File: src/rtl/vga_timing_controller_if.sv
// Bus between the VGA timing controller and the pixel renderer.
// The controller (master) takes the pixel strobe and run request and drives
// the raster position, the draw window and the sync/status outputs.
interface vga_timing_controller_if;
    logic        pix_en;
    logic        run;
    logic [10:0] x;
    logic [10:0] y;
    logic        candraw;
    logic        hsync_n;
    logic        vsync_n;
    logic        frame_start;
    logic        busy;

    modport master (
        input  pix_en, run,
        output x, y, candraw, hsync_n, vsync_n, frame_start, busy
    );

    modport slave (
        output pix_en, run,
        input  x, y, candraw, hsync_n, vsync_n, frame_start, busy
    );
endinterface

File: src/rtl/vga_timing_controller.sv
// VGA raster timing: x/y scan counters, draw window, sync generation and
// frame-boundary start/stop sequencing. The raster advances only on pix_en
// cycles. Syncs are delayed by SYNC_DELAY clk to line up with a registered
// RGB path downstream.
module vga_timing_controller #(
    parameter int H_ACTIVE   = 640,
    parameter int H_FRONT    = 16,
    parameter int H_SYNC     = 96,
    parameter int H_BACK     = 48,
    parameter int V_ACTIVE   = 480,
    parameter int V_FRONT    = 10,
    parameter int V_SYNC     = 2,
    parameter int V_BACK     = 33,
    parameter int SYNC_DELAY = 1
) (
    input logic                     clk,
    input logic                     reset,
    vga_timing_controller_if.master bus
);
    localparam int H_TOTAL = H_ACTIVE + H_FRONT + H_SYNC + H_BACK;
    localparam int V_TOTAL = V_ACTIVE + V_FRONT + V_SYNC + V_BACK;

    localparam logic [10:0] H_LAST   = 11'(H_TOTAL - 1);
    localparam logic [10:0] V_LAST   = 11'(V_TOTAL - 1);
    localparam logic [10:0] H_VIS    = 11'(H_ACTIVE);
    localparam logic [10:0] V_VIS    = 11'(V_ACTIVE);
    localparam logic [10:0] HS_START = 11'(H_ACTIVE + H_FRONT);
    localparam logic [10:0] HS_END   = 11'(H_ACTIVE + H_FRONT + H_SYNC);
    localparam logic [10:0] VS_START = 11'(V_ACTIVE + V_FRONT);
    localparam logic [10:0] VS_END   = 11'(V_ACTIVE + V_FRONT + V_SYNC);

    // Output values at the origin, used when a frame starts from IDLE.
    localparam logic ORIGIN_DRAW = (H_ACTIVE > 0) && (V_ACTIVE > 0);
    localparam logic ORIGIN_HS   = (H_ACTIVE + H_FRONT) != 0;
    localparam logic ORIGIN_VS   = (V_ACTIVE + V_FRONT) != 0;

    typedef enum logic [1:0] {IDLE, RUN, STOPPING} state_t;

    state_t      state;
    logic [10:0] x;
    logic [10:0] y;
    logic        candraw;
    logic        hs_raw;
    logic        vs_raw;
    logic        frame_start;
    logic        busy;

    logic [10:0] x_next;
    logic [10:0] y_next;
    logic        frame_end;

    // Next raster position and end-of-frame detect.
    always_comb begin
        frame_end = (x == H_LAST) && (y == V_LAST);
        x_next    = (x == H_LAST) ? 11'd0 : x + 11'd1;
        y_next    = y;
        if (x == H_LAST) begin
            y_next = (y == V_LAST) ? 11'd0 : y + 11'd1;
        end
    end

    // Run/stop sequencing; counters, draw window, raw syncs and frame_start
    // are all updated together so they never disagree.
    always_ff @(posedge clk) begin
        if (reset) begin
            state       <= IDLE;
            x           <= 11'd0;
            y           <= 11'd0;
            candraw     <= 1'b0;
            hs_raw      <= 1'b1;
            vs_raw      <= 1'b1;
            frame_start <= 1'b0;
            busy        <= 1'b0;
        end else if (!bus.pix_en) begin
            // Frozen raster, but frame_start must stay a single-clk pulse.
            frame_start <= 1'b0;
        end else if (state == IDLE) begin
            frame_start <= 1'b0;
            if (bus.run) begin
                state       <= RUN;
                x           <= 11'd0;
                y           <= 11'd0;
                candraw     <= ORIGIN_DRAW;
                hs_raw      <= ORIGIN_HS;
                vs_raw      <= ORIGIN_VS;
                frame_start <= 1'b1;
                busy        <= 1'b1;
            end
        end else if (!bus.run && frame_end) begin
            // Wind-down reaches the frame wrap: park at the origin.
            state       <= IDLE;
            x           <= 11'd0;
            y           <= 11'd0;
            candraw     <= 1'b0;
            hs_raw      <= 1'b1;
            vs_raw      <= 1'b1;
            frame_start <= 1'b0;
            busy        <= 1'b0;
        end else begin
            state       <= bus.run ? RUN : STOPPING;
            x           <= x_next;
            y           <= y_next;
            candraw     <= (x_next < H_VIS) && (y_next < V_VIS);
            hs_raw      <= !((x_next >= HS_START) && (x_next < HS_END));
            vs_raw      <= !((y_next >= VS_START) && (y_next < VS_END));
            frame_start <= frame_end;
            busy        <= 1'b1;
        end
    end

    assign bus.x           = x;
    assign bus.y           = y;
    assign bus.candraw     = candraw;
    assign bus.frame_start = frame_start;
    assign bus.busy        = busy;

    generate
        if (SYNC_DELAY == 0) begin : g_no_delay
            assign bus.hsync_n = hs_raw;
            assign bus.vsync_n = vs_raw;
        end else begin : g_delay
            logic [SYNC_DELAY-1:0] hs_dly;
            logic [SYNC_DELAY-1:0] vs_dly;

            // Sync delay line: shifts every clk regardless of pix_en.
            always_ff @(posedge clk) begin
                if (reset) begin
                    hs_dly <= '1;
                    vs_dly <= '1;
                end else begin
                    hs_dly <= SYNC_DELAY'({hs_dly, hs_raw});
                    vs_dly <= SYNC_DELAY'({vs_dly, vs_raw});
                end
            end

            assign bus.hsync_n = hs_dly[SYNC_DELAY-1];
            assign bus.vsync_n = vs_dly[SYNC_DELAY-1];
        end
    endgenerate
endmodule

File: src/flat_wrapper.sv
// flat-port wrapper written by rule: the top's interface ports become plain ports
module vga_timing_controller_flat 
#(
    parameter int H_ACTIVE   = 640,
    parameter int H_FRONT    = 16,
    parameter int H_SYNC     = 96,
    parameter int H_BACK     = 48,
    parameter int V_ACTIVE   = 480,
    parameter int V_FRONT    = 10,
    parameter int V_SYNC     = 2,
    parameter int V_BACK     = 33,
    parameter int SYNC_DELAY = 1
)
  (clk, reset, bus_pix_en, bus_run, bus_x, bus_y, bus_candraw, bus_hsync_n, bus_vsync_n, bus_frame_start, bus_busy);
  vga_timing_controller_if bus_i ();
  input logic clk;
  input logic reset;
  input wire logic [$bits(bus_i.pix_en)-1:0] bus_pix_en;
  input wire logic [$bits(bus_i.run)-1:0] bus_run;
  output wire logic [$bits(bus_i.x)-1:0] bus_x;
  output wire logic [$bits(bus_i.y)-1:0] bus_y;
  output wire logic [$bits(bus_i.candraw)-1:0] bus_candraw;
  output wire logic [$bits(bus_i.hsync_n)-1:0] bus_hsync_n;
  output wire logic [$bits(bus_i.vsync_n)-1:0] bus_vsync_n;
  output wire logic [$bits(bus_i.frame_start)-1:0] bus_frame_start;
  output wire logic [$bits(bus_i.busy)-1:0] bus_busy;
  assign bus_i.pix_en = bus_pix_en;
  assign bus_i.run = bus_run;
  assign bus_x = bus_i.x;
  assign bus_y = bus_i.y;
  assign bus_candraw = bus_i.candraw;
  assign bus_hsync_n = bus_i.hsync_n;
  assign bus_vsync_n = bus_i.vsync_n;
  assign bus_frame_start = bus_i.frame_start;
  assign bus_busy = bus_i.busy;
  vga_timing_controller #(.H_ACTIVE(H_ACTIVE), .H_FRONT(H_FRONT), .H_SYNC(H_SYNC), .H_BACK(H_BACK), .V_ACTIVE(V_ACTIVE), .V_FRONT(V_FRONT), .V_SYNC(V_SYNC), .V_BACK(V_BACK), .SYNC_DELAY(SYNC_DELAY)) u_core (.clk(clk), .reset(reset), .bus(bus_i));
endmodule
File: config.mk
export PLATFORM = sky130hd
export DESIGN_NAME = vga_timing_controller_flat
export DESIGN_NICKNAME = d
export VERILOG_FILES = /design/src/rtl/vga_timing_controller_if.sv /design/src/rtl/vga_timing_controller.sv /design/src/flat_wrapper.sv
export SDC_FILE = /design/constraint.sdc
export NUM_CORES = 1
export LEC_CHECK = 0
export BUFFER_PORTS_ARGS = -buffer_cell sky130_fd_sc_hd__buf_2
export CORE_MARGIN = 2
export CORE_UTILIZATION = 38
export CTS_CLUSTER_SIZE = 28
export DETAILED_ROUTE_END_ITERATION = 10
export GPL_TIMING_DRIVEN = 0
export PLACE_DENSITY = 0.57
export SYNTH_ARGS = -nofsm -noshare
export SYNTH_HDL_FRONTEND = slang
export SYNTH_SLANG_ARGS = --single-unit
File: constraint.sdc
create_clock -name clk -period 2.3 [get_ports clk]
set_input_delay 0.575 -clock clk [delete_from_list [all_inputs] [get_ports clk]]
set_output_delay 0.575 -clock clk [all_outputs]
set_load 0.01 [all_outputs]
# Word-level counts from Yosys, hierarchy flattened
# Index checks and enable logic that the tools add are counted.
word_totals:
  latchBits: 0
  elab_cells: 57
  out_inout_bits: 27
  mem_count: 0
  rom_bits: 0
  in_bits: 4
  regBits: 31
  ram_bits: 0
op_classes:
  order_cmp: 6
  bitwise: 1
  eq_ne: 3
  add_sub_neg: 2
  reduce_logical: 11
  div: 0
  multipliers: 0
  n_shift: 0
  muxes: 24
ops:
  columns: ["operator", "n"]
  rows:
  - ["$mux W11", 8]
  - ["$add A11 B1 Y11 const B", 2]
  - ["$eq A11 B10 Y1 const B", 2]
  - ["$lt A11 B10 Y1 const B", 2]
  - ["$lt A11 B9 Y1 const B", 2]
  - ["$mux W1", 12]
  - ["$ge A11 B10 Y1 const B", 1]
  - ["$ge A11 B9 Y1 const B", 1]
  - ["$mux W2", 4]
  - ["$logic_and A1 B1 Y1", 5]
  - ["$logic_not A1 Y1", 3]
  - ["$logic_not A2 Y1", 1]
  - ["$ne A2 B2 Y1 const B", 1]
  - ["$reduce_and A2 Y1", 1]
  - ["$reduce_or A2 Y1", 1]
  - ["$not A1 Y1", 1]

# Logic depth before layout (Yosys ltp)
# Gate-level depths: netlist of the first run.
logic_depth:
  ltp_word: 8
  depth_mapped: 8
  depth_no_buf: 8

# Worst setup path after synthesis of the first run
# Ideal clock, no wire load.
synth_timing:
  path_type: "register to register"
  start: "register u_core.x[7] (netlist: u_core.bus.x[7])"
  end: "register u_core.candraw (netlist: u_core.bus.candraw)"
  n_path_buf: 2
  synth_period_minus_slack_ns: 2.159
  setup_slack_ns: 0.141
  stages_incl_launch_ff: 8
  arrival_time_ns: 2.016
  setup_ns: 0.143
  t_required_ns: 2.157
  path_cell_list: "dfxtp_1 > buf_6 > or4_4 > or3_1 > buf_6 > or3_4 > nand4bb_2 > o32ai_1"
synth_between:
  elab_chain_cells: 6
  elab_cells_between_ends: 11
  classes_between: "add/sub: 1; order compare: 2; eq/ne: 1; mux: 4; reduce/logical: 3"
synth_lines:
  columns: ["element", "line_no", "source"]
  rows:
  - ["start: declaration", "vga_timing_controller.sv:40", "logic [10:0] x;"]
  - ["start signal: assignment", "vga_timing_controller.sv:101", "x <= x_next;"]
  - ["$add A11 B1 Y11 or $eq A11 B10 Y1 (tied branches)", "vga_timing_controller.sv:55, vga_timing_controller.sv:54, vga_timing_controller.sv:57", null]
  - ["$mux W11, on equally long branches", "vga_timing_controller.sv:55, vga_timing_controller.sv:57", null]
  - ["$lt A11 B10 Y1 or $lt A11 B9 Y1 (tied branches)", "vga_timing_controller.sv:103", "candraw <= (x_next < H_VIS) && (y_next < V_VIS);"]
  - ["$logic_and A1 B1 Y1", "vga_timing_controller.sv:103", null]
  - ["$mux W1 *", "vga_timing_controller.sv:89", "end else if (!bus.run && frame_end) begin"]
  - ["$mux W1 *", "vga_timing_controller.sv:77", "end else if (state == IDLE) begin"]
  - ["end signal: assignment", "vga_timing_controller.sv:103", null]
  - ["end: declaration", "vga_timing_controller.sv:42", "logic candraw;"]
# Every way passes the cells marked *; elsewhere a longest branch is shown, timed or not.
# A chain may end at the register's enable or synchronous reset.

# Worst setup path in the final report of the first run
# Same ends and word-level chain as after synthesis.

==> results of run 1 <==
==> worst max path at each step <==
stage / startpoint / endpoint / cells after the start
3_3_place_gp: u_core.bus.x[7]$_SDFFE_PP0P_ / u_core.bus.candraw$_SDFFE_PP0P_ / 6
3_5_place_dp: u_core.bus.x[0]$_SDFFE_PP0P_ / u_core.bus.y[7]$_SDFFE_PP0P_ / 8
4_1_cts: u_core.bus.x[0]$_SDFFE_PP0P_ / u_core.bus.y[7]$_SDFFE_PP0P_ / 8
2_1_floorplan: u_core.bus.x[7]$_SDFFE_PP0P_ / u_core.bus.candraw$_SDFFE_PP0P_ / 7
6_report: u_core.bus.x[7]$_SDFFE_PP0P_ / u_core.bus.candraw$_SDFFE_PP0P_ / 7
5_1_grt: u_core.bus.y[9]$_SDFFE_PP0P_ / u_core.bus.y[10]$_SDFFE_PP0P_ / 7
==> power by group through the flow <==
stage | Clock (W) | Sequential, W | Combinational [W]
2_1_floorplan | 0 | 0.000563 | 0.0000425
3_3_place_gp | 0 | 0.000561 | 0.0000748
3_5_place_dp | 0 | 0.000561 | 0.0000749
4_1_cts | 0.000442 | 0.000549 | 0.0000749
5_1_grt | 0.000477 | 0.000550 | 0.0000847
6_report | 0.000432 | 0.000549 | 0.0000776
==> metal layers <==
layer / track usage, % / part of all wire, % / wire [um]
met1: 26.3 / 45 / 2380
met2: 31.4 / 46 / 2400
met3: 5.49 / 5.9 / 308
met4: 8.89 / 2.8 / 146
met5: 0 / 0 / 0
==> cells in the mapped netlist, drive strengths merged, types with 2 or more instances <==
library cell,instances
xor2,2
xnor2,3
or3,6
inv,5
nor2,37
o21ai,16
nor3,11
nor4b,3
or2,4
nor3b,4
a31oi,9
and2,2
a311oi,6
ha,3
nand2,18
clkbuf,11
and4,2
a22oi,5
nand4b,2
a21o,2
a21oi,21
dfxtp,31
and3,4
buf,4
nor4,4
nand3,8
nand4,6
==> per-stage QoR <==
| stage | total power [W] | cell area, um^2 |
|---|---|---|
| floorplan | 0.000605 | 1830 |
| global placement | 0.000636 | 2050 |
| detailed placement | 0.000636 | 2050 |
| CTS | 0.00107 | 2140 |
| global route | 0.00111 | 2210 |
| finish | 0.00106 | 2210 |
==> what timing repair did <==
action | in CTS | in global routing
gates resized for setup | 2 | 13
setup buffers | 0 | 1
endpoints found under the setup margin | 5 | 13
pin swaps | 2 | 6
gates cloned | 0 | 1
endpoints found under the hold margin | 0 | 0
==> layout make-up <==
type / count / area share (%)
Multi-Input combinational cell: 190 / 53.3
Clock inverter: 3 / 0.680
Clock buffer: 5 / 3.12
Sequential cell: 31 / 28.2
Timing Repair Buffer: 31 / 7.14
Buffer: 15 / 3.63
Inverter: 5 / 0.850
Tap cell: 54 / 3.06
==> sequential cells by signal (all words and copies together) (netlist names) <==
register,cells
u_core.bus.x,11
u_core.bus.y,11
u_core.state,2
u_core.bus.busy,1
u_core.bus.candraw,1
u_core.bus.frame_start,1
u_core.bus.hsync_n,1
u_core.bus.vsync_n,1
u_core.hs_raw,1
u_core.vs_raw,1
==> kinds of logic (layout without fill, tap and decap cells) <==
family	Yosys count	after routing	synth area share, %
xor+xnor	5	5	2.39
flops	31	31	33.8
fa+ha+maj	3	3	2.05
compound gates	64	65	22.0
buf+inv	20	59	5.18
simple gates	116	116	34.0
mux	1	1	0.546
==> summary.txt, run 1 <==
sequence of cells on the critical path: buf_6 -> or4_4 -> or3_1 -> buf_6 -> or3_4 -> nand4bb_2 -> o32ai_1
Chip Width: 73.5 um
via count: 1916
fin cells: 334
vias per cell: 5.74
first-pass GRT wire length: 8180 um
crit share post-route: 95.8%
RR Startpoint: u_core.bus.x[7]$_SDFFE_PP0P_
Diodes inserted: 0
CTS tree: yes
area of the multi-input gates: 0.00118 mm^2
WS Path Type: reg -> reg
Die Height: 73.5 um
Peak VDD IR: 0.000245 V
Syn Std Cell Area: 0.00183 mm^2
Leakage Power: 0.821 nW
DP Cell Count: 324
row cnt: 25
clock-pin slew of the registers on the worst-case setup and hold paths: 0.07 ns
Sink Count: 31
max cap viols: 0
Async SR Flop Fraction: 0%
yosys warns: 0
Seq cells post-synth: 31
initial antenna violation count: 0
worst hold path type: reg -> reg
most frequent cells in the layout: nor2_1, buf_2, dfxtp_1
total gr overflow: 0
sequential fraction of the synthesis area: 33.8%
Hold-fix buffers, CTS: 0
Hold Path End: u_core.bus.vsync_n$_SDFF_PP1_
IO buf count: 30
Sw Ratio: 27.0%
crit-path leading delay family: simple AND/OR/NAND/NOR gates
R2R depth: 7
final core occ: 47.0%
fin crit period: 2.20 ns
critical path required time: 2.45 ns
clock power share: 40.8%
Min-Delay Path Depth: 1
slowest cell delay on critical path: 0.53 ns
internal power: 0.000773 W
reg-to-reg slack, setup: 0.1 ns
Detailed Route WL: 5230 um
syn avg cell area: 7.64 um^2
die area: 0.00540 mm^2
root buf cell: clkbuf_8
hold_sp: u_core.vs_raw$_SDFFE_PP1P_
setup slack after layout: 0.0971 ns
Syn Nets: 247
Critical Path AT: 2.35 ns
all-layer global routing usage: 20.3%
CP endpoint kind: flop
cells after synthesis: 240
Core ar.: 0.00469 mm^2
relative slew slack: 45.9%
pre-CTS WS: -0.00449 ns
largest net degree at the start of global routing: 11
fillers: 501
Seq pwr share: 51.8%
Post-DP HPWL: 3580 um
RR Endpoint: u_core.bus.candraw$_SDFFE_PP0P_
Synth-to-Final Area Change: 20.3%
slowest CP cell: or4_4
CTS buffer count: 5
clk_lat worst skew: 0.30 ns
H-tree Lvls: 2
Nets: 286
Setup Total Neg Slack: 0 ns
Ports: 31
Top cell by count, worst path: buf_6
cell taking the most area after synthesis: dfxtp_1
sw power: 0.000286 W
worst path bufs/invs: 2
Pwr per Cell Area: 480 mW/mm^2
Fin Hold WS: 0.434 ns
number of flops mapped to enable cells by yosys: 0
DR iter-0 viols: 135
antenna-violating nets left: 0
Seq. cell area: 622 um^2
vias in the first global route: 1670
Setup Skew: 0.00599 ns
top cells by area, synth: dfxtp_1, nor2_1, a21oi_1
final setup violation count: 0
GP Congestion: 0.861
DR DRC count: 0
fmax: 0.454 GHz
Longest Clk Path Bufs: 2
detail-routed net length per standard cell: 15.7 um
measured slew at the worst slew-check pin: 0.809 ns
Final Hold Fails: 0
status: completed
Comb pwr share: 7.3%
Final Slew Violations: 0
post-synthesis cell type count: 46
fraction of layout cells with a size suffix above 1: 23.2%
critical path startpoint category: flop
share of the synthesized area in the top cell type: 33.8%
first-pass detailed-route iteration total: 4
top_reg_cell synth: dfxtp_1
Crit Path Max Fanout: 9
commonest non-fill, non-tap cell in the layout: nor2_1
Initial Util: 39.1%
Note: power is estimated with default switching activity, not from simulation.
==> run 2, diff against run 1 <==
Settings changed: CORE_UTILIZATION 38 to 24, HOLD_SLACK_MARGIN from default to 0.08, PLACE_DENSITY 0.57 to 0.4.
==> summary.txt, run 2 (synthesis gave the netlist of run 1 again) <==
status: completed (unchanged)
max cap viols: 0 (unchanged)
Top cell by count, worst path: buf_6 (unchanged)
Hold-fix buffers, CTS: 0 (unchanged)
total gr overflow: 0 (unchanged)
top flop regs: u_core.bus.x x11, u_core.bus.y x11, u_core.state x2 (unchanged)
Diodes inserted: 0 (unchanged)
slowest CP cell: or4_4 (unchanged)
GP Congestion: 0.791 (was 0.861)
worst setup path end: u_core.bus.candraw$_SDFFE_PP0P_ (unchanged)
Setup Total Neg Slack: 0 ns (unchanged)
H-tree Lvls: 2 (unchanged)
Leakage Power: 0.850 nW (was 0.821 nW)
root buf cell: clkbuf_8 (unchanged)
Final Slew Violations: 0 (unchanged)
fin crit period: 2.21 ns (was 2.20 ns)
sequence of cells on the critical path: buf_6 -> or4_4 -> or3_1 -> buf_6 -> or3_4 -> nand4bb_2 -> o32ai_1 (unchanged)
Pwr per Cell Area: 523 mW/mm^2 (was 480 mW/mm^2)
worst hold path type: reg -> reg (unchanged)
CP endpoint kind: flop (unchanged)
Final Hold Fails: 0 (unchanged)
Longest Clk Path Bufs: 2 (unchanged)
all-layer global routing usage: 14.2% (was 20.3%)
reg-to-reg slack, setup: 0.09 ns (was 0.1 ns)
Worst path depth: 7 (unchanged)
slowest cell delay on critical path: 0.52 ns (was 0.53 ns)
area of the multi-input gates: 0.00117 mm^2 (was 0.00118 mm^2)
via count: 1939 (was 1916)
crit share post-route: 96.2% (was 95.8%)
clock-pin slew of the registers on the worst-case setup and hold paths: 0.08 ns (was 0.07 ns)
pre-CTS WS: -0.0806 ns (was -0.00449 ns)
Post-DP HPWL: 4110 um (was 3580 um)
Chip Width: 91.4 um (was 73.5 um)
measured slew at the worst slew-check pin: 0.772 ns (was 0.809 ns)
setup slack after layout: 0.0874 ns (was 0.0971 ns)
Ports: 31 (unchanged)
WS Path Type: reg -> reg (unchanged)
fraction of layout cells with a size suffix above 1: 23.1% (was 23.2%)
initial antenna violation count: 0 (unchanged)
Detailed Route WL: 5840 um (was 5230 um)
row cnt: 31 (was 25)
unrepaired setup endpoints after global routing: true
fillers: 817 (was 501)
Nets: 287 (was 286)
Core ar.: 0.00733 mm^2 (was 0.00469 mm^2)
fmax: 0.452 GHz (was 0.454 GHz)
R2R depth: 7 (unchanged)
Initial Util: 25.0% (was 39.1%)
largest net degree at the start of global routing: 11 (unchanged)
Peak VDD IR: 0.000293 V (was 0.000245 V)
first-pass detailed-route iteration total: 5 (was 4)
antenna-violating nets left: 0 (unchanged)
RR Endpoint: u_core.bus.candraw$_SDFFE_PP0P_ (unchanged)
Setup Skew: 0.00672 ns (was 0.00599 ns)
critical path required time: 2.44 ns (was 2.45 ns)
IO buf count: 30 (unchanged)
most frequent cells in the layout: nor2_1, buf_2, dfxtp_1 (unchanged)
relative slew slack: 48.3% (was 45.9%)
Sink Count: 31 (unchanged)
DR DRC count: 0 (unchanged)
crit-path leading delay family: simple AND/OR/NAND/NOR gates (unchanged)
RR Startpoint: u_core.bus.x[7]$_SDFFE_PP0P_ (unchanged)
Crit Path Max Fanout: 9 (unchanged)
critical path startpoint category: flop (unchanged)
die area: 0.00836 mm^2 (was 0.00540 mm^2)
Die Height: 91.4 um (was 73.5 um)
vias in the first global route: 1764 (was 1670)
detail-routed net length per standard cell: 15.4 um (was 15.7 um)
clk_lat worst skew: 0.29 ns (was 0.30 ns)
vias per cell: 5.10 (was 5.74)
worst path bufs/invs: 2 (unchanged)
CP Launch Point: u_core.bus.x[7]$_SDFFE_PP0P_ (unchanged)
Critical Path AT: 2.35 ns (about the same)
final setup violation count: 0 (unchanged)
CTS tree: yes (unchanged)
Synth-to-Final Area Change: 26.3% (was 20.3%)
commonest non-fill, non-tap cell in the layout: nor2_1 (unchanged)
Seq. cell area: 623 um^2 (was 622 um^2)
DR iter-0 viols: 82 (was 135)
first-pass GRT wire length: 9370 um (was 8180 um)
CTS buffer count: 5 (unchanged)
==> run 2: power by group <==
part | internal, W | switching, W | leakage (nW)
sequential | 0.000543 | 0.00000564 | 0.252
combinational | 0.0000252 | 0.0000565 | 0.537
clock | 0.000351 | 0.000230 | 0.0612
total | 0.000920 | 0.000292 | 0.850
==> run 2: stage by stage <==
stage / total power [W] / utilization, % / instances / instance area (um^2) / hold WS [ns]
finish: 0.00121 / 31.6 / 380 / 2320 / 0.434
detailed placement: 0.000639 / 28.8 / 369 / 2110 / 0.423
floorplan: 0.000605 / - / 240 / 1830 / 0.406
CTS: 0.00122 / 30.9 / 379 / 2270 / 0.441
global route: 0.00125 / 31.6 / 380 / 2320 / 0.458
global placement: 0.000640 / 28.8 / 369 / 2110 / 0.417
==> run 2: worst min-delay path by stage <==
stage,from,endpoint,slack [ns],cells past startpoint
floorplan,u_core.hs_raw$_SDFFE_PP1P_,u_core.bus.hsync_n$_SDFF_PP1_,0.41,1
global placement,u_core.vs_raw$_SDFFE_PP1P_,u_core.bus.vsync_n$_SDFF_PP1_,0.42,1
detailed placement,u_core.vs_raw$_SDFFE_PP1P_,u_core.bus.vsync_n$_SDFF_PP1_,0.42,1
CTS,u_core.vs_raw$_SDFFE_PP1P_,u_core.bus.vsync_n$_SDFF_PP1_,0.44,1
global route,u_core.hs_raw$_SDFFE_PP1P_,u_core.bus.hsync_n$_SDFF_PP1_,0.46,1
finish,u_core.vs_raw$_SDFFE_PP1P_,u_core.bus.vsync_n$_SDFF_PP1_,0.43,1
==> run 2: cell type report <==
class | count | share of cell area [%]
clock buffers | 6 | 3.57
inverters | 5 | 0.810
flip-flops and latches | 31 | 26.9
clock inverters | 2 | 1.51
multi-input cells | 189 | 50.4
repair buffers | 33 | 8.00
well taps | 99 | 5.35
plain buffers | 15 | 3.46
==> run 2: timing repair <==
action	in CTS	in global routing
endpoints found under the setup margin	7	17
buffers inserted	2	1
gates resized for setup	2	11
pin swaps	2	3
==> run 2: per-layer routing <==
layer	global-route usage [%]	vias to the layer above	share of wire [%]	routed length, um
met1	18.3	933	47	2740
met2	23.8	42	48	2800
met4	3.41	0	0.77	45
met3	3.57	4	4.3	249
met5	0	-	0	0
li1	-	960	-	-
==> run 3, diff against run 2 <==
Settings changed: SETUP_SLACK_MARGIN from default to 0.1.
==> summary.txt, run 3 (synthesis gave the netlist of run 1 again) <==
status: completed (unchanged)
Seq pwr share: 44.9% (was 45.3%)
sw power: 0.000301 W (was 0.000292 W)
Final Power: 0.00122 W (was 0.00121 W)
slowest cell delay on critical path: 0.58 ns (was 0.52 ns)
Ports: 31 (unchanged)
Post-DP HPWL: 4110 um (unchanged)
fin cells: 387 (was 380)
Sink Count: 31 (unchanged)
met1 Usage GRT: 18.1% (was 18.3%)
Core ar.: 0.00733 mm^2 (unchanged)
DR DRC count: 0 (unchanged)
Final Slew Violations: 0 (unchanged)
vias in the first global route: 1786 (was 1764)
pre-CTS WS: -0.0806 ns (unchanged)
initial antenna violation count: 0 (unchanged)
Initial Util: 25.0% (unchanged)
root buf cell: clkbuf_8 (unchanged)
Critical Path AT: 2.40 ns (was 2.35 ns)
CP endpoint kind: flop (unchanged)
WS Path Type: reg -> reg (unchanged)
Setup Skew: 0.00685 ns (was 0.00672 ns)
Longest Clk Path Bufs: 2 (unchanged)
Crit Path Max Fanout: 6 (was 9)
first-pass detailed-route iteration total: 4 (was 5)
CTS tree: yes (unchanged)
critical path required time: 2.46 ns (was 2.44 ns)
clock power share: 47.9% (about the same)
sequence of cells on the critical path: or4_4 -> or3_1 -> buf_6 -> or3_4 -> a21oi_2 -> nor3_2 (was buf_6 -> or4_4 -> or3_1 -> buf_6 -> or3_4 -> nand4bb_2 -> o32ai_1)
clk_lat worst skew: 0.29 ns (about the same)
Leakage Power: 0.890 nW (was 0.850 nW)
DR iter-0 viols: 127 (was 82)
GR met2 Demand/Resource: 24.1% (was 23.8%)
fin crit period: 2.24 ns (was 2.21 ns)
via count: 1970 (was 1939)
Die Height: 91.4 um (unchanged)
GR peak layer: met2 (unchanged)
final setup violation count: 0 (unchanged)
max cap viols: 0 (unchanged)
commonest non-fill, non-tap cell in the layout: nor2_1 (unchanged)
Detailed Route WL: 5980 um (was 5840 um)
row cnt: 31 (unchanged)
relative slew slack: 44.7% (was 48.3%)
Synth-to-Final Area Change: 32.2% (was 26.3%)
fraction of layout cells with a size suffix above 1: 28.1% (was 23.1%)
Sw Ratio: 24.6% (was 24.1%)
DP Cell Count: 369 (unchanged)
crit share post-route: 97.4% (was 96.2%)
measured slew at the worst slew-check pin: 0.824 ns (was 0.772 ns)
total gr overflow: 0 (unchanged)
clock-pin slew of the registers on the worst-case setup and hold paths: 0.07 ns (was 0.08 ns)
CTS buffer count: 5 (unchanged)
vias per cell: 5.09 (was 5.10)
unrepaired setup endpoints after global routing: true (unchanged)
worst hold path type: reg -> reg (unchanged)
setup slack after layout: 0.0596 ns (was 0.0874 ns)
Comb pwr share: 7.3% (was 6.7%)
critical path startpoint category: flop (unchanged)
Chip Width: 91.4 um (unchanged)
most frequent cells in the layout: nor2_1, buf_2, dfxtp_1 (unchanged)
Peak VDD IR: 0.000294 V (was 0.000293 V)
detail-routed net length per standard cell: 15.4 um (about the same)
first-pass GRT wire length: 9410 um (was 9370 um)
H-tree Lvls: 2 (unchanged)
Diodes inserted: 0 (unchanged)
slowest CP cell: or4_4 (unchanged)
all-layer global routing usage: 14.3% (was 14.2%)
largest net degree at the start of global routing: 11 (unchanged)
internal power: 0.000923 W (was 0.000920 W)
M3 GR Usage: 3.57% (unchanged)
fmax: 0.446 GHz (was 0.452 GHz)
Nets: 294 (was 287)
Fin Hold WS: 0.434 ns (about the same)
Final Hold Fails: 0 (unchanged)
IO buf count: 30 (unchanged)
antenna-violating nets left: 0 (unchanged)
Pwr per Cell Area: 504 mW/mm^2 (was 523 mW/mm^2)
GP Congestion: 0.791 (unchanged)
die area: 0.00836 mm^2 (unchanged)
top flop regs: u_core.bus.x x11, u_core.bus.y x11, u_core.state x2 (unchanged)
run 3: cell types whose count changed in the layout (fill, tap and decap cells not counted), sizes merged:
cell / before / now
buf: 37 / 44
run 3: path summary, 6_finish.rpt:
check                                                    from                            end  slack (ns)  cells after the start
worst max-delay path            u_core.bus.x[10]$_SDFFE_PP0P_   u_core.bus.y[0]$_SDFFE_PP0P_        0.06                      6
worst min-delay path               u_core.vs_raw$_SDFFE_PP1P_  u_core.bus.vsync_n$_SDFF_PP1_        0.43                      1
worst max register to register  u_core.bus.x[10]$_SDFFE_PP0P_   u_core.bus.y[0]$_SDFFE_PP0P_        0.06                      6
worst min register to register     u_core.vs_raw$_SDFFE_PP1P_  u_core.bus.vsync_n$_SDFF_PP1_        0.43                      1
run 3: worst max-delay path: cells and delay by family (launching register included):
family | cells | cell delay (ns)
AND/OR/NAND/NOR | 4 | 1.40
flip-flops | 1 | 0.38
AO/OA/AOI/OAI | 1 | 0.18
buffers and inverters | 1 | 0.15
run 3: area by class of cell:
type / instances / area (um^2)
buffer: 15 / 80.1
clock buffer: 6 / 82.6
clock inverter: 2 / 35.0
fill: 811 / 4910
inverter: 5 / 18.8
multi-input combinational: 189 / 1220
sequential: 31 / 624
tap: 99 / 124
timing repair buffer: 40 / 238
run 3: metrics by stage:
| step | cell area, um^2 | TNS [ns] | util, % |
|---|---|---|---|
| finish | 2420 | 0 | 33.1 |
| global route | 2420 | 0 | 33.1 |
| CTS | 2300 | 0 | 31.4 |
| detailed placement | 2110 | -0.289 | 28.8 |
| global placement | 2110 | -0.381 | 28.8 |
| floorplan | 1830 | 0 | - |
run 3: metal layers:
metal	vias to the layer above	routed length [um]
li1	977	-
met1	936	2750
met2	47	2880
met3	10	248
met4	0	105
met5	-	0
run 3: power groups by stage:
stage,Combinational (W),Sequential (W),Clock [W]
final,0.0000888,0.000549,0.000585
after global routing,0.0000986,0.000550,0.000612
after CTS,0.0000830,0.000549,0.000593
after detailed placement,0.0000788,0.000561,0
after global placement,0.0000789,0.000561,0
after floorplan,0.0000425,0.000563,0
run 3: what timing repair did:
| action | CTS | global route |
|---|---|---|
| resized for setup | 7 | 19 |
| buffers inserted | 4 | 6 |
| pin swaps | 5 | 3 |
| hold buffers | 0 | 0 |
| gates cloned | 0 | 0 |
| setup endpoints to repair | 15 | 18 |
